$ cat src/rtl/mult_pkg.sv
// mult_pkg: shared widths, issuer state encoding and response record for the 4-bit multiplier protocol
package mult_pkg;
  localparam int DATA_W = 4;
  localparam int PROD_W = 2 * DATA_W;
  typedef enum logic [2:0] {IDLE, SEND_A, SEND_B, WAIT_DONE, RESP} issuer_state_e;
  typedef struct packed {
    logic [PROD_W-1:0] prod;
    logic              mismatch;
    logic              timeout;
  } rsp_t;
endpackage

$ cat src/rtl/mult_req_issuer.sv
// mult_req_issuer: takes req_a/req_b on valid/ready, drives start/data_in, waits for done/result, returns rsp_prod/rsp_mismatch/rsp_timeout on valid/ready
module mult_req_issuer #(
  parameter int DATA_W  = mult_pkg::DATA_W,
  parameter int PROD_W  = mult_pkg::PROD_W,
  parameter int TIMEOUT = 64
) (
  input  logic              clock,
  input  logic              reset,
  input  logic              req_valid,
  output logic              req_ready,
  input  logic [DATA_W-1:0] req_a,
  input  logic [DATA_W-1:0] req_b,
  output logic              start,
  output logic [DATA_W-1:0] data_in,
  input  logic              done,
  input  logic [PROD_W-1:0] result,
  output logic              rsp_valid,
  input  logic              rsp_ready,
  output logic [PROD_W-1:0] rsp_prod,
  output logic              rsp_mismatch,
  output logic              rsp_timeout
);
  import mult_pkg::*;
  issuer_state_e     state;
  logic [DATA_W-1:0] a, b;
  logic [7:0]        cnt;
  logic [PROD_W-1:0] exp_prod;
  assign exp_prod = PROD_W'(a) * PROD_W'(b);
  always_ff @(posedge clock or negedge reset)
    if (!reset) begin
      state        <= IDLE;
      a            <= '0;
      b            <= '0;
      cnt          <= '0;
      req_ready    <= 1'b0;
      start        <= 1'b0;
      data_in      <= '0;
      rsp_valid    <= 1'b0;
      rsp_prod     <= '0;
      rsp_mismatch <= 1'b0;
      rsp_timeout  <= 1'b0;
    end else
      case (state)
        IDLE:
          if (req_valid && req_ready) begin
            a         <= req_a;
            b         <= req_b;
            req_ready <= 1'b0;
            start     <= 1'b1;
            data_in   <= req_a;
            state     <= SEND_A;
          end else
            req_ready <= 1'b1;
        SEND_A: begin
          start   <= 1'b0;
          data_in <= b;
          state   <= SEND_B;
        end
        SEND_B: begin
          data_in <= '0;
          cnt     <= '0;
          state   <= WAIT_DONE;
        end
        WAIT_DONE: begin
          cnt <= cnt + 8'd1;
          if (done) begin
            rsp_prod     <= result;
            rsp_mismatch <= result != exp_prod;
            rsp_timeout  <= 1'b0;
            rsp_valid    <= 1'b1;
            state        <= RESP;
          end else if (cnt == 8'(TIMEOUT - 2)) begin
            rsp_prod     <= '0;
            rsp_mismatch <= 1'b0;
            rsp_timeout  <= 1'b1;
            rsp_valid    <= 1'b1;
            state        <= RESP;
          end
        end
        RESP:
          if (rsp_ready) begin
            rsp_valid <= 1'b0;
            req_ready <= 1'b1;
            state     <= IDLE;
          end
        default: state <= IDLE;
      endcase
endmodule

$ cat config.mk
export PLATFORM = sky130hd
export DESIGN_NAME = mult_req_issuer
export DESIGN_NICKNAME = d
export VERILOG_FILES = /design/src/rtl/mult_pkg.sv /design/src/rtl/mult_req_issuer.sv
export SDC_FILE = /design/constraint.sdc
export NUM_CORES = 1
export LEC_CHECK = 0
export BUFFER_PORTS_ARGS = -buffer_cell sky130_fd_sc_hd__buf_2
export CAP_MARGIN = 30
export CORE_UTILIZATION = 50
export DETAILED_ROUTE_END_ITERATION = 10
export HOLD_SLACK_MARGIN = 0.05
export PLACE_DENSITY_LB_ADDON = 0.12
export SLEW_MARGIN = 20
export SYNTH_ARGS = -nofsm -noshare
export SYNTH_HDL_FRONTEND = slang
export SYNTH_SLANG_ARGS = --single-unit
$ cat constraint.sdc
create_clock -name clock -period 4.07 [get_ports clock]
set_input_delay 0.2035 -clock clock [delete_from_list [all_inputs] [get_ports clock]]
set_output_delay 0.2035 -clock clock [all_outputs]
set_load 0.02 [all_outputs]
# After elaboration in Yosys (flattened, before gate mapping)
# Index checks and enable logic that the tools add are counted.
[classes] addsub=1 mul=1 n_eq_ne=9 n_mux=22 reduce_logical=15
[ops] operator="$mux 8" n=2
[ops] operator="$pmux 8 s2" n=1
[ops] operator="$pmux 3 s5" n=1
[ops] operator="$mux 3" n=4
[ops] operator="$pmux 4 s3" n=1
[ops] operator="$reduce_and 2->1" n=5
[ops] operator="$reduce_bool 2->1" n=5
[ops] operator="$mux 1" n=9
[ops] operator="$add 8x1->8 const B" n=1
[ops] operator="$eq 8x6->1 const B" n=1
[ops] operator="$mul 4x4->8" n=1
[ops] operator="$ne 8x8->1" n=1
[ops] operator="$eq 3x2->1 const B" n=2
[ops] operator="$pmux 1 s2" n=3
[ops] operator="$reduce_and 3->1" n=2
[ops] operator="$mux 4" n=1
[ops] operator="$ne 2x2->1 const B" n=2
[ops] operator="$eq 3x1->1 const B" n=1
[ops] operator="$eq 3x3->1 const B" n=1
[ops] operator="$logic_not 3->1" n=1
[ops] operator="$ne 3x3->1 const B" n=1
[ops] operator="$reduce_bool 3->1" n=1
[ops] operator="$logic_and 1x1->1" n=1
[word_totals] register_bits=36 inputBits=21 out_inout_bits=17

# Depth between registers and ports, before layout
# Gate-level depths: netlist of the first run.
[depth] word_depth=4 mapped_depth=11 ltp_nobuf=11

# Least setup slack after synthesis of the first run
# No wires, ideal clock.
[synth_path] kind="register to register" from="register b[3]" to="register rsp_mismatch" setup_time_ps=126 t_arrival_ps=2839 setup_slack_ps=1105 stages_incl_launch_ff=10 synth_period_minus_slack_ps=2965 cell_sequence="dfrtp_1 nand2_1 fa_1 fa_1 fa_1 nand2b_1 a21oi_1 xnor2_1 o31a_1 a221o_1"
[synth_between] elab_chain_len=3
[synth_rtl] element="from (decl)" line="mult_req_issuer.sv:25" text="logic [DATA_W-1:0] a, b;"
[synth_rtl] element="from (signal assigned)" line="mult_req_issuer.sv:47" text="b <= req_b;"
[synth_rtl] element="$mul 4x4->8" line="mult_req_issuer.sv:28" text="assign exp_prod = PROD_W'(a) * PROD_W'(b);"
[synth_rtl] element="$ne 8x8->1" line="mult_req_issuer.sv:68" text="rsp_mismatch <= result != exp_prod;"
[synth_rtl] element="$mux 1" line="mult_req_issuer.sv:66" text="if (done) begin"
[synth_rtl] element="to (signal assigned)" line="mult_req_issuer.sv:68"
[synth_rtl] element="to (decl)" line="mult_req_issuer.sv:20" text="output logic rsp_mismatch,"
# Every way passes these cells.
# A chain may end at the register's enable or synchronous reset.

# Final worst setup path of the first run
# Same ends and word-level chain as after synthesis.

==> impl_metrics.toml, run 1 <==
[run_status]
status = "completed"

[yosys]
synth_warnings = 0
synthAdderAreaFrac = 0.121
mappedNetlistNets = 240
synth.distinct_cells = 37
synth_compound_area_frac = 0.140
netlist_instances = 201
ys.flop_type = "dfrtp_1"
synth_seq_area_share = 0.427
synth_xor_area_frac = 0.0539
yosys_register_bits = 36
synth-simple-area-share = 0.167
syn_area_um2 = 2110
muxShareOfSynthArea = 0.0587
synth_area_per_cell_um2 = 10.5
ys_async_sr_fraction = 1.00
synth_top_family_by_area = "simple AND/OR/NAND/NOR gates"
synth_edf_count = 0

[power]
power_density_nw_per_um2 = 879
p_total_uw = 2200
power.internal_uw = 1310
p_sw_uw = 882
switching_share = 0.402
power_leakage_uw = 0.00124
ir_drop_mv = 0.496
p_seq_frac = 0.298
clock_power_share = 0.200
comb_power_share = 0.502

[sta]
finalCritPeriodShare = 0.774
fmax_mhz = 317
relSlewSlack = 0.467
rsz0062_at_grt = "no"
worst_pin_slew_ns = 0.799
tns_ns = 0
slew_viol_final = 0
setup_viol = 0
finalHoldViolCount = 0
period_minus_slack_ns = 3.15
finalClockSkew_ns = 0.00509

[finish]
drive_above_1_share = 0.252
antenna_cells = 0
multiInputGateArea_um2 = 1140
fin_area_um2 = 2500
fill_cells = 344
syn2layout_area_growth_pct = 18.3
layout.nets = 280
regArea_um2 = 901

[floorplanning]
core_um2 = 4030
die-width_um = 67.0
die-area_um2 = 4490
start_util = 0.524
rows = 23
die_height_um = 67.0
io_pins = 38

[placement]
io_buffers = 37
hpwl_um = 2900
placed_area_um2 = 2330
gp_congestion = 0.746

[run]
cap_violations = 0

[clock_network]
cts_buffer_depth = 2
cts_tree = "done"
clock-sinks = 36
clk_latency_ns = 0.29
cts_setup_buffers = 0
clkTransAtPathRegs_ns = 0.07
cts-buffers-inserted = 5
cts_root_buf = "clkbuf_8"
htreeDepth = 2

[global_routing]
grt.total_usage = 0.205
grt_pass1_vias = 1449
grt.overflow.total = 0
antenna_found_initial = 0
grt_pass1_wl_um = 6720
grt_max_degree = 37

[worst_setup_path]
crit_fanout = 6
cp-end-kind = "register"
crit_type = "register to register"
crit_required_ns = 4.24
worstSetupStartpointType = "register"
arrival_ns = 3.32
rrSetupSlack_ns = 0.92

[routing]
dr.first_iter.drc_count = 57
vias_per_cell = 5.30
vias = 1548
drc = 0
routed_wirelength_um = 4020
firstDrtPassIters = 4
ant_nets = 0
wl_per_cell_um = 13.8

[min_path]
hp-class = "primary input to register"
-- cell usage in the layout, fill, tap and decap left out, drive strengths merged --
| cell type | synthesis | routed |
|---|---|---|
| o31a | 1 | 1 |
| or2 | 1 | 1 |
| nand3b | 1 | 1 |
| inv | 10 | 10 |
| a22oi | 4 | 4 |
| a211oi | 1 | 1 |
| a22o | 13 | 13 |
| nor3b | 2 | 2 |
| dfrtp | 36 | 36 |
| o21ai | 9 | 9 |
| nor3 | 4 | 4 |
| and2 | 10 | 10 |
| clkbuf | 0 | 5 |
| dlygate4sd3 | 0 | 1 |
| mux2 | 11 | 11 |
| nor2b | 1 | 1 |
| and3 | 2 | 2 |
| or3 | 1 | 1 |
| fa | 4 | 4 |
| buf | 5 | 37 |
| nor4 | 1 | 1 |
| nor2 | 12 | 12 |
| a221o | 1 | 1 |
| bufinv | 0 | 3 |
| nand3 | 5 | 5 |
| nand4 | 1 | 1 |
| o31ai | 1 | 1 |
| a21o | 3 | 3 |
| o21a | 1 | 1 |
| a21oi | 5 | 5 |
| xor2 | 5 | 5 |
| xnor2 | 8 | 8 |
| nand2 | 23 | 23 |
| o21bai | 1 | 1 |
| nand2b | 4 | 4 |
| ha | 14 | 14 |
-- worst paths after layout --
check / from / to / cells past startpoint
max reg2reg: b[3] / rsp_mismatch / 10
max in group asynchronous: reset / rsp_timeout / 2
min in group asynchronous: reset / rsp_prod[1] / 2
min reg2reg: rsp_valid / rsp_valid / 2
min: req_b[0] / b[0] / 2
max: b[3] / rsp_mismatch / 10
-- worst max-delay path: stages, from the launching register on --
cell	delay, ns
dfrtp_1	0.43
nand2_1	0.11
fa_1	0.51
fa_1	0.60
inv_1	0.06
ha_1	0.28
a211oi_1	0.31
nor2_1	0.10
xnor2_1	0.14
o31a_1	0.25
a221o_1	0.26
-- cell usage after synthesis (all sizes together) (2+ instances only) --
cell type / n / area share
nor3b: 2 / 0.0071
mux2: 11 / 0.059
inv: 10 / 0.018
a22oi: 4 / 0.014
nand2: 23 / 0.041
dfrtp: 36 / 0.43
nand2b: 4 / 0.012
xor2: 5 / 0.021
a21oi: 5 / 0.012
nand3: 5 / 0.012
ha: 14 / 0.083
and3: 2 / 0.0083
buf: 5 / 0.014
nor2: 12 / 0.021
xnor2: 8 / 0.033
a22o: 13 / 0.054
nor3: 4 / 0.0095
fa: 4 / 0.038
a21o: 3 / 0.011
o21ai: 9 / 0.027
and2: 10 / 0.031
-- power groups by stage --
stage | Combinational [µW] | Clock (µW) | Sequential (µW)
3_5_place_dp | 1110 | 0 | 658
5_1_grt | 1240 | 467 | 681
4_1_cts | 1130 | 450 | 652
6_report | 1100 | 439 | 653
2_1_floorplan | 830 | 0 | 689
3_3_place_gp | 1090 | 0 | 655
-- cell type report --
cell class,instances,share of cell area
sequential,36,0.361
clock inverter,3,0.0361
clock buffer,5,0.0276
multi-input combinational,150,0.457
inverter,10,0.0150
tap,50,0.0251
timing repair buffer,38,0.0782
-- routing by layer --
| layer | track usage | up-vias | wire [µm] |
|---|---|---|---|
| li1 | - | 784 | - |
| met1 | 0.270 | 724 | 2010 |
| met2 | 0.316 | 36 | 1790 |
| met3 | 0.0616 | 4 | 183 |
| met4 | 0.0718 | 0 | 38 |
| met5 | 0 | - | 0 |
-- sequential cells by signal (all words and copies together) (netlist names), 3 cells and up --
signal / count
a: 4
b: 4
cnt: 8
data_in: 4
rsp_prod: 8
state: 3
-- timing repair --
action / in CTS / in global routing
endpoints found under the setup margin: 0 / 0
hold endpoints to repair: 36 / 0
resized for setup: 0 / 0
hold buffers: 1 / 0
-- logic make-up after synthesis --
kind of cell	Yosys count
AND/OR/NAND/NOR	68
flip-flops	36
XOR/XNOR	13
multiplexers	11
AO/OA/AOI/OAI	40
adder cells (fa/ha/maj)	18
buffers and inverters	15
-- per-stage QoR --
step / hold slack [ns] / instances / utilization / worst slack [ns]
floorplan: -0.0921 / 201 / - / 1.11
global placement: 0.341 / 283 / 0.578 / 1.01
detailed placement: 0.351 / 283 / 0.578 / 0.927
CTS: 0.134 / 292 / 0.620 / 0.897
global route: 0.137 / 292 / 0.620 / 0.753
finish: 0.143 / 292 / 0.620 / 0.919
No activity file was read; power rests on OpenSTA's default activity.
==> run 2: changes to the inputs <==
==> constraint.sdc (replaced) <==
create_clock -name clock -period 3.2 [get_ports clock]
set_input_delay 0.16 -clock clock [delete_from_list [all_inputs] [get_ports clock]]
set_output_delay 0.16 -clock clock [all_outputs]
set_load 0.02 [all_outputs]
==> run 2 against run 1 <==
  * Wire length down 0.65%
  * Hold slack worse by 0.036 ns
  * Via count up 1.0%
  * Critical path depth down 1
  * Die area unchanged
  * Flip-flop and latch count unchanged
  * Clock-buffer cell count up 3
  * Clock skew up 0.00054 ns
  * Clock power down 25%
  * Critical endpoint unchanged
  * Largest power group unchanged
  * Highest routed layer unchanged
==> impl_metrics.toml, run 2 (same netlist as run 1, synthesis figures left out) <==
[sta]
relSlewSlack = 0.467
finalClockSkew_ns = 0.00563
rsz0062_at_grt = "no"
fmax_mhz = 327
tns_ns = 0
period_minus_slack_ns = 3.06
setup_viol = 0
hold_ws_ns = 0.107
worst_pin_slew_ns = 0.800
fin_ws_ns = 0.140
finalHoldViolCount = 0
slew_viol_final = 0
finalCritPeriodShare = 0.956

[finish]
fin_area_um2 = 2460
final_common_cell = "buf_2"
final_util = 0.610
reg_top3 = "cnt: 8 flops, rsp_prod: 8 flops"
antenna_cells = 0
regArea_um2 = 901
layout.nets = 284
multiInputGateArea_um2 = 1140
layout_common_cells = "buf_2, dfrtp_1, nand2_1"
drive_above_1_share = 0.256
syn2layout_area_growth_pct = 16.5
fill_cells = 365

[clock_network]
cts_buffer_depth = 2
clkTransAtPathRegs_ns = 0.07
cts_root_buf = "clkbuf_8"
cts_resized = 0
cts-buffers-inserted = 5
clock-sinks = 36
htreeDepth = 2
cts_tree = "done"
clk_latency_ns = 0.28

[global_routing]
grt.overflow.total = 0
antenna_found_initial = 0
grt_pass1_vias = 1439
grt.total_usage = 0.198
grt_pass1_wl_um = 6530
grt_max_degree = 37

[routing]
drc = 0
wl_per_cell_um = 13.5
ant_nets = 0
firstDrtPassIters = 4
vias_per_cell = 5.28
vias = 1564
routed_wirelength_um = 3990
dr.first_iter.drc_count = 71

[power]
power_leakage_uw = 0.00123
power_density_nw_per_um2 = 1060
ir_drop_mv = 0.547

[placement]
gp_congestion = 0.724
io_buffers = 37
placed_area_um2 = 2340
hpwl_um = 2980
dp_slack_ns = 0.102

[worst_setup_path]
arrival_ns = 3.23
worstSetupStartpointType = "register"
crit_required_ns = 3.37
cp-end-kind = "register"
crit_fanout = 5
crit_type = "register to register"
rrSetupSlack_ns = 0.14

[floorplanning]
die_height_um = 67.0
core_um2 = 4030
die-width_um = 67.0
die-area_um2 = 4490
rows = 23
start_util = 0.524
io_pins = 38

[run]
cap_violations = 0

[min_path]
hp-class = "primary input to register"

[run_status]
status = "completed"
## run 2: cell types whose count changed in the layout (fill, tap and decap cells not counted)
| cell | previous run | this run |
|---|---|---|
| bufinv_16 | 3 | 0 |
| clkbuf_1 | 0 | 2 |
| clkbuf_8 | 5 | 6 |
| buf_4 | 0 | 4 |
## run 2: metal layers
layer  vias up  global-route usage  share of wire
li1        788                   -              -
met4         0              0.0718          0.012
met5         -                   0              0
met3         5              0.0462          0.041
met1       740               0.266           0.49
met2        31               0.308           0.45
## run 2: repair_timing
action,in CTS,in global routing
endpoints found under the setup margin,0,1
hold endpoints to repair,36,0
setup buffers,0,2
hold buffers,1,0
## run 2: through the flow
stage | total power, µW | instances
after floorplan | 1930 | 201
after global placement | 2240 | 285
after detailed placement | 2280 | 285
after CTS | 2620 | 294
after global routing | 2840 | 296
final | 2600 | 296
## run 2: cell type report
| class | instances | area share |
|---|---|---|
| clock buffers | 8 | 0.0366 |
| inverters | 10 | 0.0153 |
| multi-input cells | 150 | 0.465 |
| flip-flops and latches | 36 | 0.366 |
| well taps | 50 | 0.0254 |
| repair buffers | 42 | 0.0916 |
## run 2: final timing paths
| check | depth (start not counted) | startpoint | endpoint |
|---|---|---|---|
| worst max-delay path | 9 | a[0] | rsp_mismatch |
| worst min-delay path | 2 | req_b[3] | b[3] |
| worst max register to register | 9 | a[0] | rsp_mismatch |
| worst min register to register | 2 | rsp_valid | rsp_valid |
| max in group asynchronous | 2 | reset | rsp_prod[7] |
| min in group asynchronous | 2 | reset | rsp_prod[6] |
## run 2: power by group
group / switching, µW / total (µW) / internal (µW)
logic: 785 / 1460 / 678
clock network: 154 / 329 / 176
registers: 174 / 809 / 634
total: 1110 / 2600 / 1490
## run 2: worst max-delay path, cell delays in order (launching register included)
cell	delay (ns)
dfrtp_1	0.39
nand2_1	0.10
fa_1	0.56
fa_1	0.47
fa_1	0.48
nand2b_1	0.16
a21oi_1	0.16
xnor2_1	0.09
o31a_1	0.29
a221o_1	0.25
==> run 3: changes to the inputs <==
--- a/config.mk
+++ b/config.mk
@@ -11,6 +11,7 @@
 export DETAILED_ROUTE_END_ITERATION = 10
 export HOLD_SLACK_MARGIN = 0.05
 export PLACE_DENSITY_LB_ADDON = 0.12
+export RECOVER_POWER = 50
 export SLEW_MARGIN = 20
 export SYNTH_ARGS = -nofsm -noshare
 export SYNTH_HDL_FRONTEND = slang
==> run 3 against run 2 <==
  * The flow now finishes with violations (max-capacitance violations, max-slew violations)
  * Critical path type unchanged
  * Clock skew barely moved
  * Largest cell class unchanged
  * Maximum frequency barely moved
  * Via count increased by 0.77%
  * Combinational power about the same
  * First-iteration DRC count up 13%
  * Die area unchanged
  * Global-route usage did not move
  * Largest power group unchanged
==> impl_metrics.toml, run 3 (same netlist as run 1, synthesis figures left out) <==
[routing]
drc = 0
firstDrtPassIters = 4
dr.first_iter.drc_count = 80
routed_wirelength_um = 4000
ant_nets = 0
vias = 1576
wl_per_cell_um = 13.5
vias_per_cell = 5.32

[sta]
finalHoldViolCount = 0
period_minus_slack_ns = 3.06
hold_ws_ns = 0.108
fmax_mhz = 327
worst_pin_slew_ns = 1.93
setup_viol = 0
relSlewSlack = -0.283
slew_viol_final = 37
tns_ns = 0
finalCritPeriodShare = 0.956
rsz0062_at_grt = "no"
finalClockSkew_ns = 0.00557

[global_routing]
grt.total_usage = 0.198
grt.overflow.total = 0
grt_pass1_wl_um = 6530
antenna_found_initial = 0
grt_max_degree = 37
grt_pass1_vias = 1439

[placement]
placed_area_um2 = 2340
gp_congestion = 0.724
hpwl_um = 2980
io_buffers = 37

[power]
power_leakage_uw = 0.00117
ir_drop_mv = 0.544
power_density_nw_per_um2 = 1060

[floorplanning]
die-area_um2 = 4490
core_um2 = 4030
start_util = 0.524
io_pins = 38
die_height_um = 67.0
die-width_um = 67.0
rows = 23

[clock_network]
cts-buffers-inserted = 5
clk_latency_ns = 0.28
cts_root_buf = "clkbuf_8"
cts_tree = "done"
clkTransAtPathRegs_ns = 0.07
htreeDepth = 2
clock-sinks = 36
cts_buffer_depth = 2

[finish]
layout.nets = 284
fin_area_um2 = 2440
antenna_cells = 0
final_common_cell = "dfrtp_1"
syn2layout_area_growth_pct = 15.4
layout_common_cells = "dfrtp_1, nand2_1, clkbuf_1"
reg_top3 = "cnt: 8 flops, rsp_prod: 8 flops"
drive_above_1_share = 0.183

[run_status]
status = "finished, violations left"
violations = "max-capacitance violations, max-slew violations"

[worst_setup_path]
crit_required_ns = 3.36
timing.critical_path.buf_inv = 0
cpMostUsedCell = "fa_1"
cp_top_family = "adder cells"
critical-path-max-stage-delay_ns = 0.56
worstSetupStartpointType = "register"
cp_slowest_cell = "fa_1"
arrival_ns = 3.22
crit_cells = 9
cp-end-kind = "register"
crit_fanout = 5
crit_type = "register to register"
rr_worst_depth = 9
critical_path.cell_chain = "nand2_1 > fa_1 > fa_1 > fa_1 > nand2b_1 > a21oi_1 > xnor2_1 > o31a_1 > a221o_1"

[min_path]
min_path_cells = 2
hp-class = "primary input to register"

[run]
cap_violations = 1
==> run 3: final timing paths <==
kind                           from      endpoint  slack, ns
max                            a[0]  rsp_mismatch       0.14
min                        req_b[3]          b[3]       0.11
max reg2reg                    a[0]  rsp_mismatch       0.14
min reg2reg                   start         start       0.48
max in group asynchronous     reset    data_in[0]       1.13
min in group asynchronous     reset   rsp_prod[6]       0.95
==> run 3: where the power goes <==
group | internal (µW) | total (µW) | switching (µW)
clock | 176 | 327 | 151
sequential | 634 | 811 | 176
combinational | 652 | 1440 | 786
==> run 3: area by class of cell <==
type / instances / area [µm²]
multi-input cells: 150 / 1140
inverters: 10 / 37.5
well taps: 50 / 62.6
fillers: 374 / 1590
repair buffers: 42 / 203
clock buffers: 8 / 90.1
flip-flops and latches: 36 / 901
==> run 3: stage by stage <==
step	instances	power [µW]	util	setup slack, ns
after floorplan	201	1930	-	0.235
after global placement	285	2240	0.582	0.158
after detailed placement	285	2280	0.582	0.102
after CTS	294	2620	0.607	0.0882
after global routing	296	2810	0.605	0.00251
final	296	2580	0.605	0.140
==> run 3: timing repair <==
| item | 4_1_cts | 5_1_grt |
|---|---|---|
| endpoints found under the setup margin | 0 | 1 |
| hold buffers | 1 | 0 |
| endpoints found under the hold margin | 36 | 0 |
| resized for setup | 0 | 0 |
| buffers inserted | 0 | 2 |
==> run 3: per-layer routing <==
layer / part of all wire / vias to the layer above / global-route usage
li1: - / 791 / -
met1: 0.49 / 749 / 0.266
met2: 0.45 / 31 / 0.308
met3: 0.042 / 5 / 0.0462
met4: 0.011 / 0 / 0.0718
met5: 0 / - / 0
